===== config.mk =====
export PLATFORM = sky130hd
export DESIGN_NAME = mul_flag_unit_flat
export DESIGN_NICKNAME = d
export VERILOG_FILES = /design/src/rtl/mul_flag_unit_pkg.sv /design/src/rtl/mul_flag_unit_if.sv /design/src/rtl/mul_flag_unit_sreg_bitop.sv /design/src/rtl/mul_flag_unit.sv /design/src/flat_wrapper.sv
export SDC_FILE = /design/constraint.sdc
export NUM_CORES = 1
export LEC_CHECK = 0
export BUFFER_PORTS_ARGS = -buffer_cell sky130_fd_sc_hd__buf_4
export CAP_MARGIN = 25
export CORE_MARGIN = 3
export CORE_UTILIZATION = 50
export DETAILED_ROUTE_END_ITERATION = 10
export PLACE_DENSITY = 0.79
export SYNTH_ARGS = -nofsm -noshare
export SYNTH_HDL_FRONTEND = slang
export SYNTH_HIERARCHICAL = 1
export SYNTH_SLANG_ARGS = --single-unit

===== constraint.sdc =====
create_clock -name clk -period 2.2 [get_ports clk]
set_clock_uncertainty 0.15 [all_clocks]
set_input_delay 0.22 -clock clk [delete_from_list [all_inputs] [get_ports clk]]
set_output_delay 0.22 -clock clk [all_outputs]
set_load 0.05 [all_outputs]

===== src/rtl/mul_flag_unit_pkg.sv =====
// Shared definitions for the multiplier flag unit: register bit map,
// system-register select/op encodings and MR-transfer decode constants.
package mul_flag_pkg;

  // ASTAT multiplier field bit positions
  localparam int unsigned ASTAT_MN = 0;
  localparam int unsigned ASTAT_MV = 1;
  localparam int unsigned ASTAT_MU = 2;
  localparam int unsigned ASTAT_MI = 3;
  localparam int unsigned ASTAT_W  = 4;

  // STKY multiplier field bit positions
  localparam int unsigned STKY_MOS = 0;
  localparam int unsigned STKY_MUS = 1;
  localparam int unsigned STKY_MIS = 2;
  localparam int unsigned STKY_W   = 3;

  typedef enum logic [1:0] {
    SREG_NONE    = 2'b00,
    SREG_ASTAT   = 2'b01,
    SREG_STKY    = 2'b10,
    SREG_NONE_HI = 2'b11
  } sreg_sel_e;

  typedef enum logic [1:0] {
    SREG_WRITE = 2'b00,
    SREG_SET   = 2'b01,
    SREG_CLR   = 2'b10,
    SREG_TGL   = 2'b11
  } sreg_op_e;

  // MR-transfer ops: class 00 with any subclass except the saturate form
  localparam logic [1:0] CLS_XFER = 2'b00;
  localparam logic [1:0] SC_SAT   = 2'b11;

endpackage


===== src/rtl/mul_flag_unit_if.sv =====
// Bus between the program sequencer / multiplier and the flag unit.
interface mul_flag_unit_if #(
  parameter int unsigned RF_DATASIZE = 16
);
  logic                   ps_mul_en;
  logic [1:0]             ps_mul_cls;
  logic [1:0]             ps_mul_sc;
  logic                   mul_ps_mv;
  logic                   mul_ps_mn;
  logic                   mul_ps_mu;
  logic                   mul_ps_mi;
  logic [1:0]             ps_sreg_sel;
  logic [1:0]             ps_sreg_op;
  logic                   ps_sreg_we;
  logic [RF_DATASIZE-1:0] ps_sreg_wdata;
  logic [2:0]             ps_irq_mask;
  logic [RF_DATASIZE-1:0] sreg_rdata;
  logic                   ps_cond_mv;
  logic                   ps_cond_mn;
  logic                   ps_cond_mu;
  logic                   ps_cond_mi;
  logic                   mul_irq;

  modport master (
    output ps_mul_en, ps_mul_cls, ps_mul_sc,
    output mul_ps_mv, mul_ps_mn, mul_ps_mu, mul_ps_mi,
    output ps_sreg_sel, ps_sreg_op, ps_sreg_we, ps_sreg_wdata, ps_irq_mask,
    input  sreg_rdata, ps_cond_mv, ps_cond_mn, ps_cond_mu, ps_cond_mi, mul_irq
  );

  modport slave (
    input  ps_mul_en, ps_mul_cls, ps_mul_sc,
    input  mul_ps_mv, mul_ps_mn, mul_ps_mu, mul_ps_mi,
    input  ps_sreg_sel, ps_sreg_op, ps_sreg_we, ps_sreg_wdata, ps_irq_mask,
    output sreg_rdata, ps_cond_mv, ps_cond_mn, ps_cond_mu, ps_cond_mi, mul_irq
  );
endinterface


===== src/rtl/mul_flag_unit_sreg_bitop.sv =====
// Combinational system-register bit operation: write, set, clear, toggle.
module sreg_bitop
  import mul_flag_pkg::*;
#(
  parameter int unsigned W = 16
) (
  input  logic [W-1:0] cur,
  input  logic [W-1:0] mask,
  input  sreg_op_e     op,
  output logic [W-1:0] result
);

  // Apply the selected operation of mask onto the current value
  always_comb begin
    result = cur;
    case (op)
      SREG_WRITE: result = mask;
      SREG_SET:   result = cur | mask;
      SREG_CLR:   result = cur & ~mask;
      SREG_TGL:   result = cur ^ mask;
      default:    result = cur;
    endcase
  end

endmodule


===== src/rtl/mul_flag_unit.sv =====
// Multiplier flag unit: ASTAT/STKY multiplier fields, execute-aligned flag
// capture, PS system-register access and masked sticky-set interrupt.
module mul_flag_unit
  import mul_flag_pkg::*;
#(
  parameter int unsigned RF_DATASIZE = 16
) (
  input  logic            clk,
  input  logic            reset,
  mul_flag_unit_if.slave  bus
);

  logic                   ex_en;
  logic                   ex_xfer;
  logic                   mi_pend;
  logic                   irq_q;
  logic [ASTAT_W-1:0]     astat;
  logic [ASTAT_W-1:0]     astat_nxt;
  logic [STKY_W-1:0]      stky;
  logic [STKY_W-1:0]      stky_nxt;
  logic [STKY_W-1:0]      stky_hw;
  logic [RF_DATASIZE-1:0] astat_ext;
  logic [RF_DATASIZE-1:0] stky_ext;
  logic [RF_DATASIZE-1:0] astat_bo;
  logic [RF_DATASIZE-1:0] stky_bo;
  logic                   unused_bo;
  sreg_sel_e              sel;
  sreg_op_e               op;

  assign sel = sreg_sel_e'(bus.ps_sreg_sel);
  assign op  = sreg_op_e'(bus.ps_sreg_op);

  // Zero-extend the narrow registers onto the system-register data path
  always_comb begin
    astat_ext = '0;
    stky_ext  = '0;
    astat_ext[ASTAT_W-1:0] = astat;
    stky_ext[STKY_W-1:0]   = stky;
  end

  sreg_bitop #(.W(RF_DATASIZE)) u_astat_bitop (
    .cur    (astat_ext),
    .mask   (bus.ps_sreg_wdata),
    .op     (op),
    .result (astat_bo)
  );

  sreg_bitop #(.W(RF_DATASIZE)) u_stky_bitop (
    .cur    (stky_ext),
    .mask   (bus.ps_sreg_wdata),
    .op     (op),
    .result (stky_bo)
  );

  // Bits above the register fields are discarded on write
  assign unused_bo = &{1'b0, astat_bo[RF_DATASIZE-1:STKY_W], stky_bo[RF_DATASIZE-1:STKY_W]};

  // Next register state: PS access first, execute update layered on top.
  // Sticky sets come only from bits the multiplier actually drove this cycle,
  // so a held MV/MN during an MR transfer never re-sets MOS.
  always_comb begin
    astat_nxt = astat;
    stky_nxt  = stky;
    stky_hw   = '0;
    if (bus.ps_sreg_we && sel == SREG_ASTAT) astat_nxt = astat_bo[ASTAT_W-1:0];
    if (bus.ps_sreg_we && sel == SREG_STKY)  stky_nxt  = stky_bo[STKY_W-1:0];
    if (ex_en) begin
      if (!ex_xfer) begin
        astat_nxt[ASTAT_MV] = bus.mul_ps_mv;
        astat_nxt[ASTAT_MN] = bus.mul_ps_mn;
        stky_hw[STKY_MOS]   = bus.mul_ps_mv;
      end
      astat_nxt[ASTAT_MU] = bus.mul_ps_mu;
      astat_nxt[ASTAT_MI] = mi_pend;
      stky_hw[STKY_MUS]   = bus.mul_ps_mu;
      stky_hw[STKY_MIS]   = mi_pend;
    end
    stky_nxt = stky_nxt | stky_hw;
  end

  // Issue-stage pipeline, status registers and interrupt pulse
  always_ff @(posedge clk or negedge reset) begin
    if (!reset) begin
      ex_en   <= 1'b0;
      ex_xfer <= 1'b0;
      mi_pend <= 1'b0;
      astat   <= '0;
      stky    <= '0;
      irq_q   <= 1'b0;
    end else begin
      ex_en   <= bus.ps_mul_en;
      if (bus.ps_mul_en) ex_xfer <= (bus.ps_mul_cls == CLS_XFER) && (bus.ps_mul_sc != SC_SAT);
      mi_pend <= bus.ps_mul_en & bus.mul_ps_mi;
      astat   <= astat_nxt;
      stky    <= stky_nxt;
      irq_q   <= |(bus.ps_irq_mask & stky_nxt & ~stky);
    end
  end

  // Register read mux; unselected encodings read zero
  always_comb begin
    bus.sreg_rdata = '0;
    case (sel)
      SREG_ASTAT: bus.sreg_rdata = astat_ext;
      SREG_STKY:  bus.sreg_rdata = stky_ext;
      default:    bus.sreg_rdata = '0;
    endcase
  end

  assign bus.ps_cond_mv = astat[ASTAT_MV];
  assign bus.ps_cond_mn = astat[ASTAT_MN];
  assign bus.ps_cond_mu = astat[ASTAT_MU];
  assign bus.ps_cond_mi = astat[ASTAT_MI];
  assign bus.mul_irq    = irq_q;

endmodule


===== src/flat_wrapper.sv =====
// flat-port wrapper written by rule: the top's interface ports become plain ports
module mul_flag_unit_flat import mul_flag_pkg::*;
#(
  parameter int unsigned RF_DATASIZE = 16
)
  (clk, reset, bus_ps_mul_en, bus_ps_mul_cls, bus_ps_mul_sc, bus_mul_ps_mv, bus_mul_ps_mn, bus_mul_ps_mu, bus_mul_ps_mi, bus_ps_sreg_sel, bus_ps_sreg_op, bus_ps_sreg_we, bus_ps_sreg_wdata, bus_ps_irq_mask, bus_sreg_rdata, bus_ps_cond_mv, bus_ps_cond_mn, bus_ps_cond_mu, bus_ps_cond_mi, bus_mul_irq);
  mul_flag_unit_if #(.RF_DATASIZE(RF_DATASIZE)) bus_i ();
  input  logic clk;
  input  logic reset;
  input wire logic [$bits(bus_i.ps_mul_en)-1:0] bus_ps_mul_en;
  input wire logic [$bits(bus_i.ps_mul_cls)-1:0] bus_ps_mul_cls;
  input wire logic [$bits(bus_i.ps_mul_sc)-1:0] bus_ps_mul_sc;
  input wire logic [$bits(bus_i.mul_ps_mv)-1:0] bus_mul_ps_mv;
  input wire logic [$bits(bus_i.mul_ps_mn)-1:0] bus_mul_ps_mn;
  input wire logic [$bits(bus_i.mul_ps_mu)-1:0] bus_mul_ps_mu;
  input wire logic [$bits(bus_i.mul_ps_mi)-1:0] bus_mul_ps_mi;
  input wire logic [$bits(bus_i.ps_sreg_sel)-1:0] bus_ps_sreg_sel;
  input wire logic [$bits(bus_i.ps_sreg_op)-1:0] bus_ps_sreg_op;
  input wire logic [$bits(bus_i.ps_sreg_we)-1:0] bus_ps_sreg_we;
  input wire logic [$bits(bus_i.ps_sreg_wdata)-1:0] bus_ps_sreg_wdata;
  input wire logic [$bits(bus_i.ps_irq_mask)-1:0] bus_ps_irq_mask;
  output wire logic [$bits(bus_i.sreg_rdata)-1:0] bus_sreg_rdata;
  output wire logic [$bits(bus_i.ps_cond_mv)-1:0] bus_ps_cond_mv;
  output wire logic [$bits(bus_i.ps_cond_mn)-1:0] bus_ps_cond_mn;
  output wire logic [$bits(bus_i.ps_cond_mu)-1:0] bus_ps_cond_mu;
  output wire logic [$bits(bus_i.ps_cond_mi)-1:0] bus_ps_cond_mi;
  output wire logic [$bits(bus_i.mul_irq)-1:0] bus_mul_irq;
  assign bus_i.ps_mul_en = bus_ps_mul_en;
  assign bus_i.ps_mul_cls = bus_ps_mul_cls;
  assign bus_i.ps_mul_sc = bus_ps_mul_sc;
  assign bus_i.mul_ps_mv = bus_mul_ps_mv;
  assign bus_i.mul_ps_mn = bus_mul_ps_mn;
  assign bus_i.mul_ps_mu = bus_mul_ps_mu;
  assign bus_i.mul_ps_mi = bus_mul_ps_mi;
  assign bus_i.ps_sreg_sel = bus_ps_sreg_sel;
  assign bus_i.ps_sreg_op = bus_ps_sreg_op;
  assign bus_i.ps_sreg_we = bus_ps_sreg_we;
  assign bus_i.ps_sreg_wdata = bus_ps_sreg_wdata;
  assign bus_i.ps_irq_mask = bus_ps_irq_mask;
  assign bus_sreg_rdata = bus_i.sreg_rdata;
  assign bus_ps_cond_mv = bus_i.ps_cond_mv;
  assign bus_ps_cond_mn = bus_i.ps_cond_mn;
  assign bus_ps_cond_mu = bus_i.ps_cond_mu;
  assign bus_ps_cond_mi = bus_i.ps_cond_mi;
  assign bus_mul_irq = bus_i.mul_irq;
  mul_flag_unit #(.RF_DATASIZE(RF_DATASIZE)) u_core (.clk(clk), .reset(reset), .bus(bus_i));
endmodule

---- Word-level counts from Yosys, hierarchy flattened ----
Cells that the tools add are included.
cells by class
  muxes and demuxes ....................... 9
  bitwise logic cells ..................... 12
  equality and inequality tests ........... 6
  reduce and logical (&&, ||, !) cells .... 7
operators with widths
  operator                                        number
  case mux 4 bit (4 select lines)                 1
  case mux 3 bit (4 select lines)                 1
  bitwise AND 3 bit                               3
  2-to-1 mux 4 bit                                2
  case mux 4 bit (2 select lines)                 1
  == test 2 bit (second input constant)           3
  2-to-1 mux 3 bit                                2
  bitwise OR 3 bit                                2
  bitwise AND 4 bit                               1
  == test 2 x 1 -> 1 bit (second input constant)  2
  zero test 2 bit                                 2
  inverter 4 bit                                  1
  bitwise OR 4 bit                                1
  XOR 4 bit                                       1
  logical AND 1 bit                               3
  inverter 3 bit                                  1
  OR reduction 3 bit                              1
  XOR 3 bit                                       1
  2-to-1 mux 2 bit                                1
  inequality test 2 bit (second input constant)   1
  nonzero test 2 bit                              1
  bitwise AND 1 bit                               1
  2-to-1 mux 1 bit                                1
storage, ports and cells
  bits of input ports ..................... 35
  bits in registers ....................... 11
  logic and storage cells ................. 41
  output and inout port bits .............. 21

---- Longest topological paths before layout ----
  word-level depth ........................ 8
  mapped depth ............................ 7
  mapped depth without buffers ............ 7

---- By module ----
The synthesis kept the hierarchy.
modules (own cells, without submodules)
  module         times used  sequential area each (um^2)  area each (um^2)  cells each
  sreg_bitop     2           0.0                          1,039.7           100
  mul_flag_unit  1           275.3                        644.4             66

---- Least setup slack after synthesis ----
OpenSTA, ideal clock, no wires.
  path kind ............................... register -> register
  start ................................... register u_core.stky[2]
  end ..................................... register u_core.irq_q, in the netlist u_core/bus.mul_irq
  data required time ...................... 1,924 ps
  path slack .............................. 175 ps
  library setup time ...................... 126 ps
  arrival time ............................ 1,749 ps
  path buffers ............................ 0
  stages on the path, launching flop included .. 7
  period minus slack after synthesis ...... 2,025 ps
  cell sequence ........................... dfrtp_1 > inv_1 > ha_1 > mux4_1 > a32oi_1 > nor3b_1 > a311o_1
on the way
  longest elaborated chain between the ends .. 7
  elaborated cells between the ends (all ways) .. 10
  those cells by class .................... mux (2); bitwise (7); reduce/logical (1)
ends and longest elaborated chain
  item                               RTL line                        RTL
  from (decl)                        mul_flag_unit.sv:19             logic [STKY_W-1:0] stky;
  from (signal assigned)             mul_flag_unit.sv:95             stky <= stky_nxt;
  XOR 3 bit (tied with other cells)  mul_flag_unit_sreg_bitop.sv:20  SREG_TGL: result = cur ^ mask;
  case mux 3 bit (4 select lines) *  mul_flag_unit_sreg_bitop.sv:16  case (op)
  net u_core.stky_bo[2]              mul_flag_unit.sv:25             logic [RF_DATASIZE-1:0] stky_bo;
  2-to-1 mux 3 bit *                 mul_flag_unit.sv:66             if (bus.ps_sreg_we && sel == SREG_STKY) stky_nxt = stky_bo[STKY_W-1:0];
  bitwise OR 3 bit *                 mul_flag_unit.sv:78             stky_nxt = stky_nxt | stky_hw;
  bitwise AND 3 bit * (2 in series)  mul_flag_unit.sv:96             irq_q <= |(bus.ps_irq_mask & stky_nxt & ~stky);
  OR reduction 3 bit *               mul_flag_unit.sv:96
  to (signal assigned)               mul_flag_unit.sv:96
  to (decl)                          mul_flag_unit.sv:16             logic irq_q;
The timed path passes the listed nets; every way through them passes the cells marked *.
A chain may end at the register's enable or synchronous reset.

---- Worst setup path after layout ----
  start ................................... register u_core.stky[0]
  end ..................................... register u_core.irq_q, in the netlist u_core/bus.mul_irq
The elaborated chain is that of the path after synthesis.

==> flow_summary.json <==
{
  "status": "completed",
  "cts_buffers": 3,
  "p_sw_mw": 0.287,
  "cts_sinks": 11,
  "holdPathEnd": "u_core/astat[0]$_DFF_PN0_",
  "cts_root_buf": "clkbuf_4",
  "critPathRequiredTime_ps": 2200,
  "hp-class": "in2reg",
  "ioPinCount": 56,
  "power_frac_seq_pct": 36.0,
  "start_util_pct": 56.0,
  "power_density_mw_per_mm2": 521,
  "setup_violations": 0,
  "r2r-start": "u_core/stky[0]$_DFF_PN0_",
  "final.min_clock_period_ps": 2120,
  "vias": 872,
  "drive_gt1_share_pct": 29.5,
  "grt.total_usage_pct": 17.1,
  "ir_drop_uv": 309,
  "maxCapViolations": 0,
  "die_y_um": 54.3,
  "syn_to_final_growth_pct": 16.8,
  "postSynthCellCount": 115,
  "intPower_mw": 0.423,
  "fin_setup_tns_ps": 0,
  "first_iter_violations": 19,
  "avgViaCountPerCell": 5.04,
  "grt_pass1_wl_mm": 3.57,
  "drtPass1Iterations": 5,
  "gp_congestion": 0.828,
  "path_class": "reg2reg",
  "power_frac_comb_pct": 45.1,
  "numPortBuffers": 31,
  "n_antenna_cell": 0,
  "grt_pass1_vias": 806,
  "crit_arrival_ps": 2110,
  "r2r_cells": 5,
  "fin_crit_sh_pct": 96.2,
  "detail-route-antenna-nets": 0,
  "core-area_mm2": 0.00208,
  "grt_antenna_before_repair": 0,
  "wl_per_cell_um": 13.0,
  "grt_max_degree": 12,
  "num_rows": 16,
  "leakage_nw": 0.781,
  "die-area_mm2": 0.00295,
  "cts.path.max_buffers": 2,
  "clk-insertion-delay-late_ps": 260,
  "syn_area_per_cell_um2": 10.1,
  "hold_viol_final": 0,
  "worstReg2RegEnd": "u_core/bus.mul_irq$_DFF_PN0_",
  "overflow": 0,
  "min_from": "bus_mul_ps_mn",
  "pwr-share-clk_pct": 18.9,
  "drv_slew": 0,
  "switching_share_pct": 40.4,
  "cts_setup_buffers": 0,
  "cp_max_fo": 3,
  "fmax_ghz": 0.473,
  "startpoint_type": "flip-flop",
  "synth_warnings": 6,
  "endpoint_kind": "flip-flop",
  "fill_cells": 169,
  "htree_levels": 1,
  "min_delay_path_depth": 3,
  "dp.final_hpwl_mm": 1.91,
  "rsz0062_at_grt": "no",
  "die_x_um": 54.3,
  "netlist_area_mm2": 0.00117,
  "clk_pin_slew_ps": 70,
  "utilization_pct": 65.4,
  "routed_wl_mm": 2.25,
  "rrSetupSlack_ps": 80,
  "cts_tree": "built",
  "final_net_count": 198,
  "drc": 0
}
metal layers:
| metal | vias up | GRT usage [%] | part of all wire, % |
|---|---|---|---|
| li1 | 419 | - | - |
| met4 | 0 | 4.15 | 0.58 |
| met2 | 42 | 28.9 | 50 |
| met1 | 409 | 21.6 | 41 |
| met5 | - | 0 | 0 |
| met3 | 2 | 4.63 | 8.5 |
cell usage in the layout (no fill, tap or decap), types with 3 or more instances in the layout:
master / count
conb_1: 12
clkbuf_4: 3
mux2i_1: 4
buf_4: 33
inv_1: 25
ha_1: 16
o21ai_0: 4
nand2_1: 9
nor2_1: 3
a22oi_1: 3
dfrtp_1: 11
mux4_1: 5
power by group through the flow:
stage / Clock (mW) / Sequential [mW] / Combinational [mW]
finish: 0.135 / 0.256 / 0.320
global route: 0.148 / 0.260 / 0.349
CTS: 0.139 / 0.255 / 0.319
detailed placement: 0 / 0.259 / 0.316
global placement: 0 / 0.257 / 0.303
floorplan: 0 / 0.291 / 0.203
area by class of cell:
| type | count | area (um2) | area share (%) |
|---|---|---|---|
| clock buffer | 4 | 26.3 | 1.93 |
| sequential | 11 | 275 | 20.2 |
| inverter | 25 | 93.8 | 6.89 |
| multi-input combinational | 71 | 666 | 48.9 |
| timing repair buffer | 35 | 268 | 19.7 |
| tap | 27 | 33.8 | 2.48 |
how the worst max path moves through the flow:
stage                                         from                           end  slack, ps
after floorplan           u_core/stky[2]$_DFF_PN0_  u_core/bus.mul_irq$_DFF_PN0_        170
after global placement    u_core/stky[2]$_DFF_PN0_  u_core/bus.mul_irq$_DFF_PN0_         90
after detailed placement  u_core/stky[2]$_DFF_PN0_  u_core/bus.mul_irq$_DFF_PN0_         50
after CTS                 u_core/stky[2]$_DFF_PN0_  u_core/bus.mul_irq$_DFF_PN0_         40
after global routing      u_core/stky[2]$_DFF_PN0_  u_core/bus.mul_irq$_DFF_PN0_          7
final                     u_core/stky[0]$_DFF_PN0_  u_core/bus.mul_irq$_DFF_PN0_         80
what timing repair did:
item                                    CTS  global route
hold buffers                              2             0
endpoints found under the setup margin    0             1
hold endpoints to repair                 12             0
resized for setup                         0             3
worst max-delay path, stage by stage, from the launching register on:
cell	delay, ps
dfrtp_1	390
inv_1	60
ha_1	290
mux4_2	480
a32o_2	290
a311o_1	350
sequential cells by signal, indices dropped and copies added, names as in the netlist:
signal / count
u_core/astat: 4
u_core/stky: 3
u_core/bus.mul_irq: 1
u_core/ex_en: 1
u_core/ex_xfer: 1
u_core/mi_pend: 1
per-stage QoR:
stage | std cells | total power, mW | setup slack (ps) | hold WS [ps] | instance area (um2)
CTS | 173 | 0.713 | 41.9 | 4.52 | 1360
finish | 173 | 0.710 | 83.8 | 8.48 | 1360
global route | 173 | 0.758 | 7.41 | 1.83 | 1360
global placement | 167 | 0.560 | 87.9 | -91.1 | 1310
detailed placement | 167 | 0.575 | 48.9 | -89.0 | 1310
floorplan | 126 | 0.494 | 175 | -226 | 1210
Note: power is estimated with default switching activity, not from simulation.
